==> config.mk <==
export PLATFORM = sky130hd
export DESIGN_NAME = kbd_buffer
export DESIGN_NICKNAME = d
export VERILOG_FILES = /design/src/rtl/kbd_pkg.sv /design/src/rtl/kbd_fifo.sv /design/src/rtl/kbd_buffer.sv
export SDC_FILE = /design/constraint.sdc
export NUM_CORES = 1
export LEC_CHECK = 0
export ABC_AREA = 0
export BUFFER_PORTS_ARGS = -buffer_cell sky130_fd_sc_hd__buf_2
export CAP_MARGIN = 0
export CORE_MARGIN = 2
export CORE_UTILIZATION = 57
export CTS_BUF_LIST = sky130_fd_sc_hd__clkbuf_4
export CTS_CLUSTER_DIAMETER = 50
export DETAILED_ROUTE_END_ITERATION = 8
export PLACE_DENSITY = 0.77
export SKIP_LAST_GASP = 1
export SLEW_MARGIN = 20
export SYNTH_ARGS = -nofsm -noshare
export SYNTH_HDL_FRONTEND = slang
export SYNTH_SLANG_ARGS = --single-unit
==> constraint.sdc <==
create_clock -name clock -period 4.3 [get_ports clock]
set_input_delay 0.43 -clock clock [delete_from_list [all_inputs] [get_ports clock]]
set_output_delay 0.43 -clock clock [all_outputs]
set_load 0.05 [all_outputs]
==> src/rtl/kbd_pkg.sv <==
// kbd_pkg: shared constants for the keyboard byte buffer.
//   - Port addresses for the data (60h) and status/command (64h) ports.
//   - Command codes accepted on the status/command port.
//   - Bit positions inside the status byte.
package kbd_pkg;

    localparam logic [15:0] KBD_PORT_DATA = 16'h0060;
    localparam logic [15:0] KBD_PORT_STAT = 16'h0064;

    localparam logic [7:0] KBD_CMD_DIS   = 8'hAD;
    localparam logic [7:0] KBD_CMD_EN    = 8'hAE;
    localparam logic [7:0] KBD_CMD_FLUSH = 8'hC0;

    // Status byte layout: {5'b0, enable, ovf, not_empty}
    localparam int KBD_STAT_NE  = 0;
    localparam int KBD_STAT_OVF = 1;
    localparam int KBD_STAT_EN  = 2;

endpackage

==> src/rtl/kbd_fifo.sv <==
// kbd_fifo: small synchronous byte FIFO built from a register array.
//   clock  in   system clock, posedge
//   reset  in   asynchronous active-high reset
//   push   in   write din at the tail (ignored when full unless popping)
//   din    in   byte to write
//   pop    in   drop the head byte (ignored when empty)
//   flush  in   empty the FIFO; push/pop in the same cycle are discarded
//   head   out  byte at the head of the queue (stale when empty)
//   count  out  number of bytes held, DEPTH_LOG2+1 bits
module kbd_fifo #(
    parameter int DEPTH_LOG2 = 4
) (
    input  logic                  clock,
    input  logic                  reset,
    input  logic                  push,
    input  logic [7:0]            din,
    input  logic                  pop,
    input  logic                  flush,
    output logic [7:0]            head,
    output logic [DEPTH_LOG2:0]   count
);

    localparam int DEPTH = 1 << DEPTH_LOG2;
    localparam logic [DEPTH_LOG2-1:0] PTR_ZERO = {DEPTH_LOG2{1'b0}};
    localparam logic [DEPTH_LOG2-1:0] PTR_ONE  = {{(DEPTH_LOG2-1){1'b0}}, 1'b1};
    localparam logic [DEPTH_LOG2:0]   CNT_ZERO = {(DEPTH_LOG2+1){1'b0}};
    localparam logic [DEPTH_LOG2:0]   CNT_ONE  = {{DEPTH_LOG2{1'b0}}, 1'b1};
    localparam logic [DEPTH_LOG2:0]   CNT_FULL = {1'b1, {DEPTH_LOG2{1'b0}}};

    logic [7:0]              mem_r [DEPTH];
    logic [DEPTH_LOG2-1:0]   wr_ptr_r;
    logic [DEPTH_LOG2-1:0]   rd_ptr_r;
    logic [DEPTH_LOG2:0]     count_r;
    logic                    push_ok_s;
    logic                    pop_ok_s;

    // Qualify push/pop against occupancy; a full FIFO accepts a push only alongside a pop
    always_comb begin
        push_ok_s = 1'b0;
        pop_ok_s  = 1'b0;
        if (flush) begin
            push_ok_s = 1'b0;
            pop_ok_s  = 1'b0;
        end else begin
            pop_ok_s  = pop & (count_r != CNT_ZERO);
            push_ok_s = push & ((count_r != CNT_FULL) | pop_ok_s);
        end
    end

    // Storage, pointers and occupancy counter
    always_ff @(posedge clock or posedge reset) begin
        if (reset) begin
            for (int i = 0; i < DEPTH; i++) begin
                mem_r[i] <= 8'h00;
            end
            wr_ptr_r <= PTR_ZERO;
            rd_ptr_r <= PTR_ZERO;
            count_r  <= CNT_ZERO;
        end else if (flush) begin
            wr_ptr_r <= PTR_ZERO;
            rd_ptr_r <= PTR_ZERO;
            count_r  <= CNT_ZERO;
        end else begin
            if (push_ok_s) begin
                mem_r[wr_ptr_r] <= din;
                wr_ptr_r        <= wr_ptr_r + PTR_ONE;
            end
            if (pop_ok_s) begin
                rd_ptr_r <= rd_ptr_r + PTR_ONE;
            end
            case ({push_ok_s, pop_ok_s})
                2'b10:   count_r <= count_r + CNT_ONE;
                2'b01:   count_r <= count_r - CNT_ONE;
                default: count_r <= count_r;
            endcase
        end
    end

    assign head  = mem_r[rd_ptr_r];
    assign count = count_r;

endmodule

==> src/rtl/kbd_buffer.sv <==
// kbd_buffer: keyboard byte buffer between the ps2 receiver and the CPU port bus.
//   clock    in   system clock (25 MHz), posedge
//   reset    in   asynchronous active-high reset
//   kb_done  in   one-cycle strobe, kb_data holds a new scan byte
//   kb_data  in   received scan byte
//   port_a   in   CPU port address
//   port_r   in   CPU port read strobe
//   port_w   in   CPU port write strobe
//   port_o   in   CPU port write data
//   port_i   out  read data, combinational from port_a
//   port_hit out  port_a addresses the data or status port
//   irq      out  registered one-cycle pulse each time a byte becomes head of queue
module kbd_buffer
    import kbd_pkg::*;
#(
    parameter int          DEPTH_LOG2 = 4,
    parameter logic [15:0] PORT_DATA  = KBD_PORT_DATA,
    parameter logic [15:0] PORT_STAT  = KBD_PORT_STAT
) (
    input  logic         clock,
    input  logic         reset,
    input  logic         kb_done,
    input  logic [7:0]   kb_data,
    input  logic [15:0]  port_a,
    input  logic         port_r,
    input  logic         port_w,
    input  logic [7:0]   port_o,
    output logic [7:0]   port_i,
    output logic         port_hit,
    output logic         irq
);

    localparam logic [DEPTH_LOG2:0] CNT_ZERO = {(DEPTH_LOG2+1){1'b0}};
    localparam logic [DEPTH_LOG2:0] CNT_ONE  = {{DEPTH_LOG2{1'b0}}, 1'b1};
    localparam logic [DEPTH_LOG2:0] CNT_FULL = {1'b1, {DEPTH_LOG2{1'b0}}};

    logic [7:0]            head_s;
    logic [DEPTH_LOG2:0]   count_s;
    logic [DEPTH_LOG2:0]   count_next_s;
    logic                  data_sel_s;
    logic                  stat_sel_s;
    logic                  empty_s;
    logic                  full_s;
    logic                  kb_acc_s;
    logic                  push_s;
    logic                  pop_s;
    logic                  flush_s;
    logic                  stat_rd_s;
    logic                  ovf_set_s;
    logic                  enable_next_s;
    logic                  ovf_next_s;
    logic                  irq_next_s;
    logic [7:0]            stat_s;

    logic [7:0]            last_r;
    logic                  ovf_r;
    logic                  enable_r;
    logic                  irq_r;

    kbd_fifo #(
        .DEPTH_LOG2 (DEPTH_LOG2)
    ) u_fifo (
        .clock (clock),
        .reset (reset),
        .push  (push_s),
        .din   (kb_data),
        .pop   (pop_s),
        .flush (flush_s),
        .head  (head_s),
        .count (count_s)
    );

    assign data_sel_s = (port_a == PORT_DATA);
    assign stat_sel_s = (port_a == PORT_STAT);
    assign port_hit   = data_sel_s | stat_sel_s;
    assign empty_s    = (count_s == CNT_ZERO);
    assign full_s     = (count_s == CNT_FULL);

    // Command decode on the status port
    always_comb begin
        enable_next_s = enable_r;
        flush_s       = 1'b0;
        if (port_w && stat_sel_s) begin
            case (port_o)
                KBD_CMD_DIS:   enable_next_s = 1'b0;
                KBD_CMD_EN:    enable_next_s = 1'b1;
                KBD_CMD_FLUSH: flush_s       = 1'b1;
                default:       enable_next_s = enable_r;
            endcase
        end else begin
            enable_next_s = enable_r;
        end
    end

    // Push/pop qualification, overflow detection and next occupancy
    always_comb begin
        kb_acc_s  = kb_done & enable_r;
        pop_s     = port_r & data_sel_s & ~empty_s;
        stat_rd_s = port_r & stat_sel_s;
        // A full FIFO still takes a byte when the CPU pops in the same cycle
        push_s    = kb_acc_s & ~flush_s & (~full_s | pop_s);
        ovf_set_s = kb_acc_s & ~flush_s & full_s & ~pop_s;
        if (flush_s) begin
            count_next_s = CNT_ZERO;
        end else if (push_s && !pop_s) begin
            count_next_s = count_s + CNT_ONE;
        end else if (pop_s && !push_s) begin
            count_next_s = count_s - CNT_ONE;
        end else begin
            count_next_s = count_s;
        end
    end

    // Overflow flag and irq next-state; a fresh overflow outranks the status-read clear
    always_comb begin
        if (flush_s) begin
            ovf_next_s = 1'b0;
        end else if (ovf_set_s) begin
            ovf_next_s = 1'b1;
        end else if (stat_rd_s) begin
            ovf_next_s = 1'b0;
        end else begin
            ovf_next_s = ovf_r;
        end
        // A new head appears when a pop exposes the next byte or a byte lands in an empty queue
        irq_next_s = (count_next_s != CNT_ZERO) & (pop_s | (push_s & empty_s));
    end

    // Status byte and combinational read mux
    always_comb begin
        stat_s               = 8'h00;
        stat_s[KBD_STAT_EN]  = enable_r;
        stat_s[KBD_STAT_OVF] = ovf_r;
        stat_s[KBD_STAT_NE]  = ~empty_s;
        if (data_sel_s) begin
            port_i = empty_s ? last_r : head_s;
        end else if (stat_sel_s) begin
            port_i = stat_s;
        end else begin
            port_i = 8'hFF;
        end
    end

    // Control registers: last popped byte, overflow, enable and irq pulse
    always_ff @(posedge clock or posedge reset) begin
        if (reset) begin
            last_r   <= 8'h00;
            ovf_r    <= 1'b0;
            enable_r <= 1'b1;
            irq_r    <= 1'b0;
        end else begin
            if (pop_s) begin
                last_r <= head_s;
            end
            ovf_r    <= ovf_next_s;
            enable_r <= enable_next_s;
            irq_r    <= irq_next_s;
        end
    end

    assign irq = irq_r;

endmodule

Word level (Yosys, flattened, before mapping)
Index checks and enable logic that the tools add are counted.
{ "op_classes": {"addsub": 4, "multipliers": 0, "n_div": 0, "order_cmp": 3, "eq_ne": 9, "shift": 0, "mux": 26, "n_bitwise": 22, "reduce_logical": 16} }
{ "ops": {"columns": ["op", "count"], "rows": [
  ["bitwise mux 128 bit", 1],
  ["2-to-1 mux 8 bit", 6],
  ["binary-select mux 8 bit (select 4 bit)", 1],
  ["demux 8 bit (select 4 bit)", 1],
  ["equality test 16 x 7 -> 1 bit (second input constant)", 2],
  ["equality test 8 bit (second input constant)", 3],
  ["2-to-1 mux 5 bit", 4],
  ["2-to-1 mux 4 bit", 4],
  ["AND 1 bit", 12],
  [">= comparator 5 bit (second input constant)", 2],
  ["inverter 4 -> 5 bit", 2],
  ["one-hot mux 5 bit (2 select lines)", 1],
  ["nonzero test 5 bit", 2],
  ["adder 4 x 1 -> 4 bit (second input constant)", 2],
  ["2-to-1 mux 1 bit", 7],
  ["nonzero test 2 bit", 3],
  ["nonzero test 3 bit", 2],
  ["adder 5 x 1 -> 5 bit (second input constant)", 1],
  ["equality test 5 bit (second input constant)", 1],
  ["logical NOT 5 bit", 1],
  ["< comparator 5 x 1 -> 1 bit (second input constant)", 1],
  ["inequality test 5 bit (second input constant)", 1],
  ["subtractor 5 x 1 -> 5 bit (second input constant)", 1],
  ["logical AND 1 bit", 4],
  ["other kinds (7)", 15]
]} }
{ "word_totals": {"regBits": 152, "latch_bits": 0, "mem_bits_rw": 0, "romBits": 0, "output_inout_bits": 10, "wordCells": 103, "n_memories": 0} }

Logic depth before layout (Yosys ltp)
Gate-level depths: netlist of the first run.
{ "logic_depth": {"depth_word": 13, "depth_mapped": 9} }

Cells and area by module
Synthesis of the first run repeated with hierarchy kept, for this count alone.
{ "hier_totals": {"hier_cells": 560, "hier_area_um2": 7704.9} }
{ "by_module_without_submodules": {"columns": ["module", "instances", "cells_each", "area_each_um2"], "rows": [
  ["kbd_fifo", 1, 462, 6752.7],
  ["kbd_buffer", 1, 98, 952.2]
]} }

Worst setup path before layout of the first run
No wires, ideal clock.
{ "synth_path": {"path_type": "in2out", "from": "in port_a[9]", "to": "out port_i[1]", "arrival_ns": 2.834, "required_time_ns": 3.870, "setup_slack_ns": 1.036, "cell_stages": 5, "path_buffers": 1, "cell_sequence": "or4_4 > nor3_1 > and2_1 > clkbuf_1 > o21ai_0"} }
{ "synth_via": {"elab_chain_len": 3, "elab_cells_between_ends": 4} }
{ "synth_lines": {"columns": ["item", "line", "text"], "rows": [
  ["start: declaration", "kbd_buffer.sv:24", "input logic [15:0] port_a,"],
  ["equality test 16 x 7 -> 1 bit", "kbd_buffer.sv:74", "assign stat_sel_s = (port_a == PORT_STAT);"],
  ["2-to-1 mux 8 bit", "kbd_buffer.sv:137", "end else if (stat_sel_s) begin"],
  ["2-to-1 mux 8 bit (*)", "kbd_buffer.sv:135", "if (data_sel_s) begin"],
  ["end: declaration", "kbd_buffer.sv:28", "output logic [7:0] port_i,"]
]} }
Mark *: on every way between the ends. The rest lies on a longest branch, timed or not.

Final worst setup path of the first run
{ "layout_path": {"from": "reg u_fifo.rd_ptr_r[1]", "to": "out port_i[0]"} }
{ "layout_via": {"elab_chain_len": 6} }
{ "layout_lines": {"columns": ["item", "line", "text"], "rows": [
  ["start: declaration", "kbd_fifo.sv:32", "logic [DEPTH_LOG2-1:0] rd_ptr_r;"],
  ["start signal: assignment", "kbd_fifo.sv:69", "rd_ptr_r <= rd_ptr_r + PTR_ONE;"],
  ["inverter 4 -> 5 bit (implied by the code)", "kbd_fifo.sv:79", "assign head = mem_r[rd_ptr_r];"],
  ["binary-select mux 8 bit (select 4 bit)", "kbd_fifo.sv:79", null],
  ["2-to-1 mux 8 bit (implied by the code) (2 in series)", "kbd_fifo.sv:79", null],
  ["2-to-1 mux 8 bit", "kbd_buffer.sv:136", "port_i = empty_s ? last_r : head_s;"],
  ["2-to-1 mux 8 bit", "kbd_buffer.sv:135", null]
]} }
Every way passes these cells. The select of a mux whose other input is x is not followed.

==> flow_metrics.tcl, run 1 <==
set metrics [dict create \
    nNetsFinal 634 \
    die_area_sq_um 14600 \
    grt_max_degree 153 \
    layout_common_cells "150 x dfrtp_1, 123 x mux2_2, 46 x buf_2, 32 x mux4_2, 24 x nand2_1" \
    postCtsSetupBuffers 0 \
    finalClockSkew_ns 0.0233 \
    multiInputGateArea_sq_um 3760 \
    power_mw 2.27 \
    dr.pass1.iters 5 \
    crit_type "register to primary output" \
    numCtsBuffers 17 \
    max_slew_margin_pct 33.8 \
    rsz0062_at_grt "no" \
    pwr-share-comb_pct 3.4 \
    die_h_um 121 \
    fmax_mhz 287 \
    io_pins 47 \
    layout_setup_ws_ns 0.817 \
    yosysTopAreaCell "dfrtp_1" \
    clockBufferDepth 2 \
    p_per_area_nw_per_um2 272 \
    fin_setup_tns_ns 0 \
    maxSlewViolCount 0 \
    drive_above_1_share_pct 43.4 \
    dp_slack_ns 1.11 \
    ant_nets 0 \
    regArea_sq_um 3810 \
    htreeDepth 4 \
    outcome "finished, final reports clean" \
    leakagePower_nw 3.98 \
    fillerInstances 1015 \
    dp_hpwl_mm 11.4 \
    rr_startpoint "u_fifo.count[0]$_DFFE_PP0P_" \
    maxCapViolCount 0 \
    antenna_found_initial 0 \
    power.internal_mw 1.73 \
    gr-total-overflow 0 \
    hold_viol_final 0 \
    cts.clk_slew.worst_paths_ns 0.11 \
    grt_pass1_wl_mm 27.0 \
    track_usage_pct 25.0 \
    syn_area_per_cell_sq_um 14.0 \
    area_growth_pct 7.26 \
    ys_seq_area_share_pct 49.0 \
    hold_path_class "input port to async pin" \
    start_util_pct 58.5 \
    critPathBufInv 2 \
    syn_inst 556 \
    period_share_pct 81.0 \
    syn-cell-area_sq_um 7770 \
    end_kind "primary output" \
    slowest_stage "dfrtp_1" \
    synth_top_area_share_pct 48.6 \
    diodes 0 \
    cts_tree "built" \
    crit_family "flip-flops" \
    swShare_pct 23.7 \
    cts_root_buffer "clkbuf_4" \
    arrival_ns 3.05 \
    ctsHoldBuffers 0 \
    drc 0 \
    grt_pass1_vias 5033 \
    synthDistinctLibCells 55 \
    peakVddDrop_mv 0.312 \
    crit_path_max_fanout 16 \
    row_count 42 \
    cp-start-kind "register" \
    fin_crit_ns 3.48 \
    synth.area.top_cells "dfrtp_1 49%, mux2_2 18%, mux4_2 9.3%" \
    path_cells "buf_4 > mux4_2 > a22o_1 > a221oi_1 > a21o_1 > nand2_1 > buf_2" \
    ys_async_sr_fraction_pct 100 \
    startpoint "u_fifo.rd_ptr_r[1]$_DFFE_PP0P_" \
    ys.flop_type "dfrtp_1" \
    drt_iter0_drc 468 \
    synth_seq_cells 152 \
    syn-num-nets 601 \
    max_stage_delay_ns 0.75 \
    worstSkewPairLatency_ns 0.56 \
    tightestPinTransition_ns 0.992 \
    power.share.sequential_pct 63.0 \
    ys_warn_count 0 \
    core_area_sq_um 13300 \
    p_clk_share_pct 33.6 \
    setup_viol 0 \
    globalplace.congestion 0.820 \
    routed_wl_mm 16.7 \
    synth_edf_count 0 \
    cts_sinks 152 \
    layout_commonest_cell "dfrtp_1" \
    critPathRequiredTime_ns 3.87 \
    vias 4786 \
    vias_per_cell 6.16 \
    wire_per_inst_um 21.5 \
    die_w_um 121 \
    port_buffers 46 \
    p_sw_uw 538 \
    cts_resized 0 \
]
==> worst paths after layout <==
kind                                                   to  slack, ns  depth (start not counted)
max in group asynchronous  u_fifo.rd_ptr_r[0]$_DFFE_PP0P_       3.58                          3
max                                             port_i[0]       0.82                          7
max reg2reg                  u_fifo.mem_r[39]$_DFFE_PP0P_       1.24                          7
min                         u_fifo.mem_r[111]$_DFFE_PP0P_       0.08                          3
min in group clock                   enable_r$_DFFE_PP1P_       0.13                          3
min reg2reg                         last_r[0]$_DFFE_PP0P_       0.50                          2
==> power groups by stage <==
stage	clock network, mW	registers (mW)	logic, mW
after floorplan	0	1.46	0.0376
after global placement	0	1.46	0.0758
after detailed placement	0	1.46	0.0788
after CTS	0.781	1.43	0.0790
after global routing	0.841	1.43	0.0879
final	0.763	1.43	0.0774
==> synth_stat cells (6+ instances only) <==
cell type and number:
a22oi_1 16, mux2i_1 10, nand4_1 9, nand3_1 8
mux4_2 32, a21oi_1 6, clkbuf_1 25, ha_1 8
mux2_1 12, nor2_1 16, nand4_4 16, dfrtp_1 151
nand2b_1 6, and2_1 6, nand2_1 24, mux2_2 123
o21ai_0 11, inv_1 10, buf_2 7
==> logic make-up (layout without fill, tap and decap cells) <==
logic type,count (synthesis),count (layout),synth area share (%)
compound gates,55,55,4.98
xor+xnor,4,4,0.451
fa+ha+maj,8,8,1.29
buf+inv,47,92,2.67
flops,152,152,49.0
mux,177,177,30.1
simple gates,113,113,11.5
==> state kept, by name, indices dropped and copies added (netlist names) <==
| name | flops |
|---|---|
| u_fifo.mem_r | 128 |
| u_fifo.count | 5 |
| u_fifo.rd_ptr_r | 4 |
| u_fifo.wr_ptr_r | 4 |
| enable_r | 1 |
| ovf_r | 1 |
| irq | 1 |
| last_r | 8 |
==> metal layers <==
metal / share of wire, % / global-route usage, % / vias to the layer above
met5: 0 / 0 / -
met2: 48 / 39.8 / 126
met4: 1.9 / 8.58 / 0
li1: - / - / 2165
met3: 5.2 / 6.13 / 17
met1: 45 / 33.9 / 2478
==> tightest hold or removal path, delay by kind of cell <==
kind	cells	cell delay [ns]
buffers and inverters	3	0.71
==> through the flow <==
stage	instances	hold WS, ns	utilization (%)	cell area (sq um)
final	777	0.0771	62.7	8340
after CTS	777	0.0875	62.7	8340
after global routing	777	0.0945	62.7	8340
after floorplan	556	0.450	-	7770
after detailed placement	746	0.471	61.0	8110
after global placement	746	0.467	61.0	8110
==> layout make-up <==
cell class | count | area share, %
flip-flops and latches | 152 | 45.7
multi-input cells | 357 | 45.1
repair buffers | 51 | 3.36
well taps | 176 | 2.64
clock buffers | 19 | 1.71
clock inverters | 12 | 1.04
inverters | 10 | 0.495
Note: power is estimated with default switching activity, not from simulation.
==> inputs of run 2 (changes only) <==
==> constraint.sdc (replaced) <==
create_clock -name clock -period 3.2 [get_ports clock]
set_input_delay 0.32 -clock clock [delete_from_list [all_inputs] [get_ports clock]]
set_output_delay 0.32 -clock clock [all_outputs]
set_load 0.05 [all_outputs]
==> run 2 against run 1 <==
Against the previous run:
- die area did not move
- count of clock-buffer cells in the layout is 2 lower
- routed wire length rose by 5.3%
- non-clock buffer count is 13 higher
- power up 43%
- combinational power is 41% higher
- worst hold slack got worse by 0.018 ns
- sequential power increased by 34%
==> flow_metrics.tcl, run 2 (synthesized netlist as in run 1, its figures left out) <==
set metrics [dict create \
    dr.pass1.iters 5 \
    power.share.sequential_pct 59.2 \
    track_usage_pct 25.3 \
    vias_per_cell 6.32 \
    rr_startpoint "u_fifo.count[1]$_DFFE_PP0P_" \
    io_pins 47 \
    dp.cells 751 \
    largest_reg_flops 128 \
    start_util_pct 58.5 \
    worstHoldEndpoint "enable_r$_DFFE_PP1P_" \
    ant_nets 0 \
    power.internal_mw 2.43 \
    htreeDepth 4 \
    diodes 0 \
    drc 0 \
    design_area_sq_um 8570 \
    area_growth_pct 10.3 \
    instances_no_fill 791 \
    drt_iter0_drc 416 \
    vias 5002 \
    die_area_sq_um 14600 \
    die_w_um 121 \
    pwr-share-comb_pct 3.4 \
    crit_family "compound AO/OA/AOI/OAI gates" \
    nNetsFinal 647 \
    numCtsBuffers 17 \
    port_buffers 46 \
    worstSkewPairLatency_ns 0.58 \
    gr-total-overflow 0 \
    end_kind "primary output" \
    critPathBufInv 2 \
    min_path_cells 4 \
    peakVddDrop_mv 0.390 \
    max_stage_delay_ns 0.51 \
    crit_path_max_fanout 18 \
    layout_commonest_cell "dfrtp_1" \
    cts_root_buffer "clkbuf_4" \
    hold_path_class "input port to register" \
    p_clk_share_pct 37.5 \
    cts_sinks 152 \
    path_cells "buf_12 > mux4_2 > a22o_1 > a221oi_1 > a21o_1 > nand2_1 > buf_2" \
    fmax_mhz 322 \
    grt_pass1_wl_mm 27.7 \
    die_h_um 121 \
    maxCapViolCount 0 \
    leakagePower_nw 4.07 \
    core_area_sq_um 13300 \
    period_share_pct 97.2 \
    dp_hpwl_mm 11.8 \
    wire_per_inst_um 22.2 \
    outcome "finished, final reports clean" \
    rr_endpoint "u_fifo.mem_r[81]$_DFFE_PP0P_" \
    slowest_stage "mux4_2" \
    place_area_sq_um 8170 \
    rsz0062_at_grt "yes" \
    swShare_pct 25.1 \
    final_core_util_pct 64.5 \
    fin_crit_ns 3.11 \
    r2r_cells 7 \
    routed_wl_mm 17.6 \
    r2r_slack_ns 0.25 \
    cp-start-kind "register" \
    antenna_found_initial 0 \
    setup_viol 0 \
    p_sw_uw 816 \
    finalClockSkew_ns 0.0257 \
    hold_viol_final 0 \
    grt_max_degree 93 \
    maxSlewViolCount 0 \
    crit_type "register to primary output" \
    arrival_ns 2.79 \
    min_from "port_o[0]" \
    critPathRequiredTime_ns 2.88 \
    globalplace.congestion 0.897 \
    clockBufferDepth 2 \
    cts_tree "built" \
    timing.hold.ws_ns 0.0590 \
    row_count 42 \
    tightestPinTransition_ns 0.971 \
    max_slew_margin_pct 35.2 \
    fillerInstances 950 \
    regMostFlops "u_fifo.mem_r" \
    cts.clk_slew.worst_paths_ns 0.12 \
    drive_above_1_share_pct 46.2 \
    grt_pass1_vias 5086 \
    p_per_area_nw_per_um2 379 \
    layout_common_cells "149 x dfrtp_1, 123 x mux2_2, 46 x buf_2, 32 x mux4_2, 24 x nand2_1" \
]
[run 2: cell count changes in the layout (fill, tap and decap cells not counted), sizes merged]
cell,before,now
buf,51,61
clkinv,11,3
inv,9,15
clkinvlp,1,5
dlygate4sd3,0,2
bufinv,1,2
clkbuf,19,18
[run 2: worst min-delay path, stage by stage]
cell and delay (ns):
buf_2 0.09, inv_1 0.04, a31oi_1 0.12, nor2_1 0.06
[run 2: metrics by stage]
stage	setup WS (ns)	power (mW)	TNS, ns
2_1_floorplan	0.117	2.01	0
3_3_place_gp	0.353	2.06	0
3_5_place_dp	0.282	2.07	0
4_1_cts	0.0513	3.27	0
5_1_grt	-0.0243	3.36	-0.0243
6_report	0.0911	3.25	0
[run 2: how the worst max path moves through the flow]
| stage | endpoint | slack [ns] | from | cells past startpoint |
|---|---|---|---|---|
| final | port_i[0] | 0.09 | u_fifo.rd_ptr_r[0]$_DFFE_PP0P_ | 7 |
| after global routing | port_i[0] | -0.02 | u_fifo.rd_ptr_r[0]$_DFFE_PP0P_ | 7 |
| after CTS | port_i[3] | 0.05 | u_fifo.rd_ptr_r[0]$_DFFE_PP0P_ | 7 |
| after detailed placement | u_fifo.mem_r[114]$_DFFE_PP0P_ | 0.28 | u_fifo.count[1]$_DFFE_PP0P_ | 7 |
| after global placement | u_fifo.mem_r[86]$_DFFE_PP0P_ | 0.35 | port_a[9] | 6 |
| after floorplan | port_i[3] | 0.12 | u_fifo.count[0]$_DFFE_PP0P_ | 7 |
[run 2: metal layers]
layer  vias to the layer above  share of wire [%]  track usage (%)
met5                         -                  0                0
met2                       160                 51             41.9
met4                         0               0.88             6.40
met1                      2625                 43             33.5
li1                       2195                  -                -
met3                        22                5.8             6.89
[run 2: repair_timing]
action / CTS / global route
resized for setup: 1 / 6
hold endpoints to repair: 24 / 0
gates cloned: 0 / 1
pin swaps: 0 / 0
endpoints found under the setup margin: 8 / 8
setup buffers: 5 / 0
hold buffers: 2 / 0
[run 2: area by class of cell]
class                   count  area [sq um]  share of cell area [%]
repair buffers             64           425                    4.96
well taps                 176           220                    2.57
multi-input cells         357          3780                    44.1
inverters                  10          41.3                   0.482
clock buffers              17           128                    1.49
flip-flops and latches    152          3810                    44.4
clock inverters            15           166                    1.94
[run 2: power by group through the flow]
stage               combinational, mW  clock [mW]  sequential (mW)
finish                          0.109        1.22             1.92
global placement                0.105           0             1.96
detailed placement              0.109           0             1.96
floorplan                      0.0505           0             1.96
global route                    0.123        1.32             1.92
CTS                             0.111        1.24             1.92
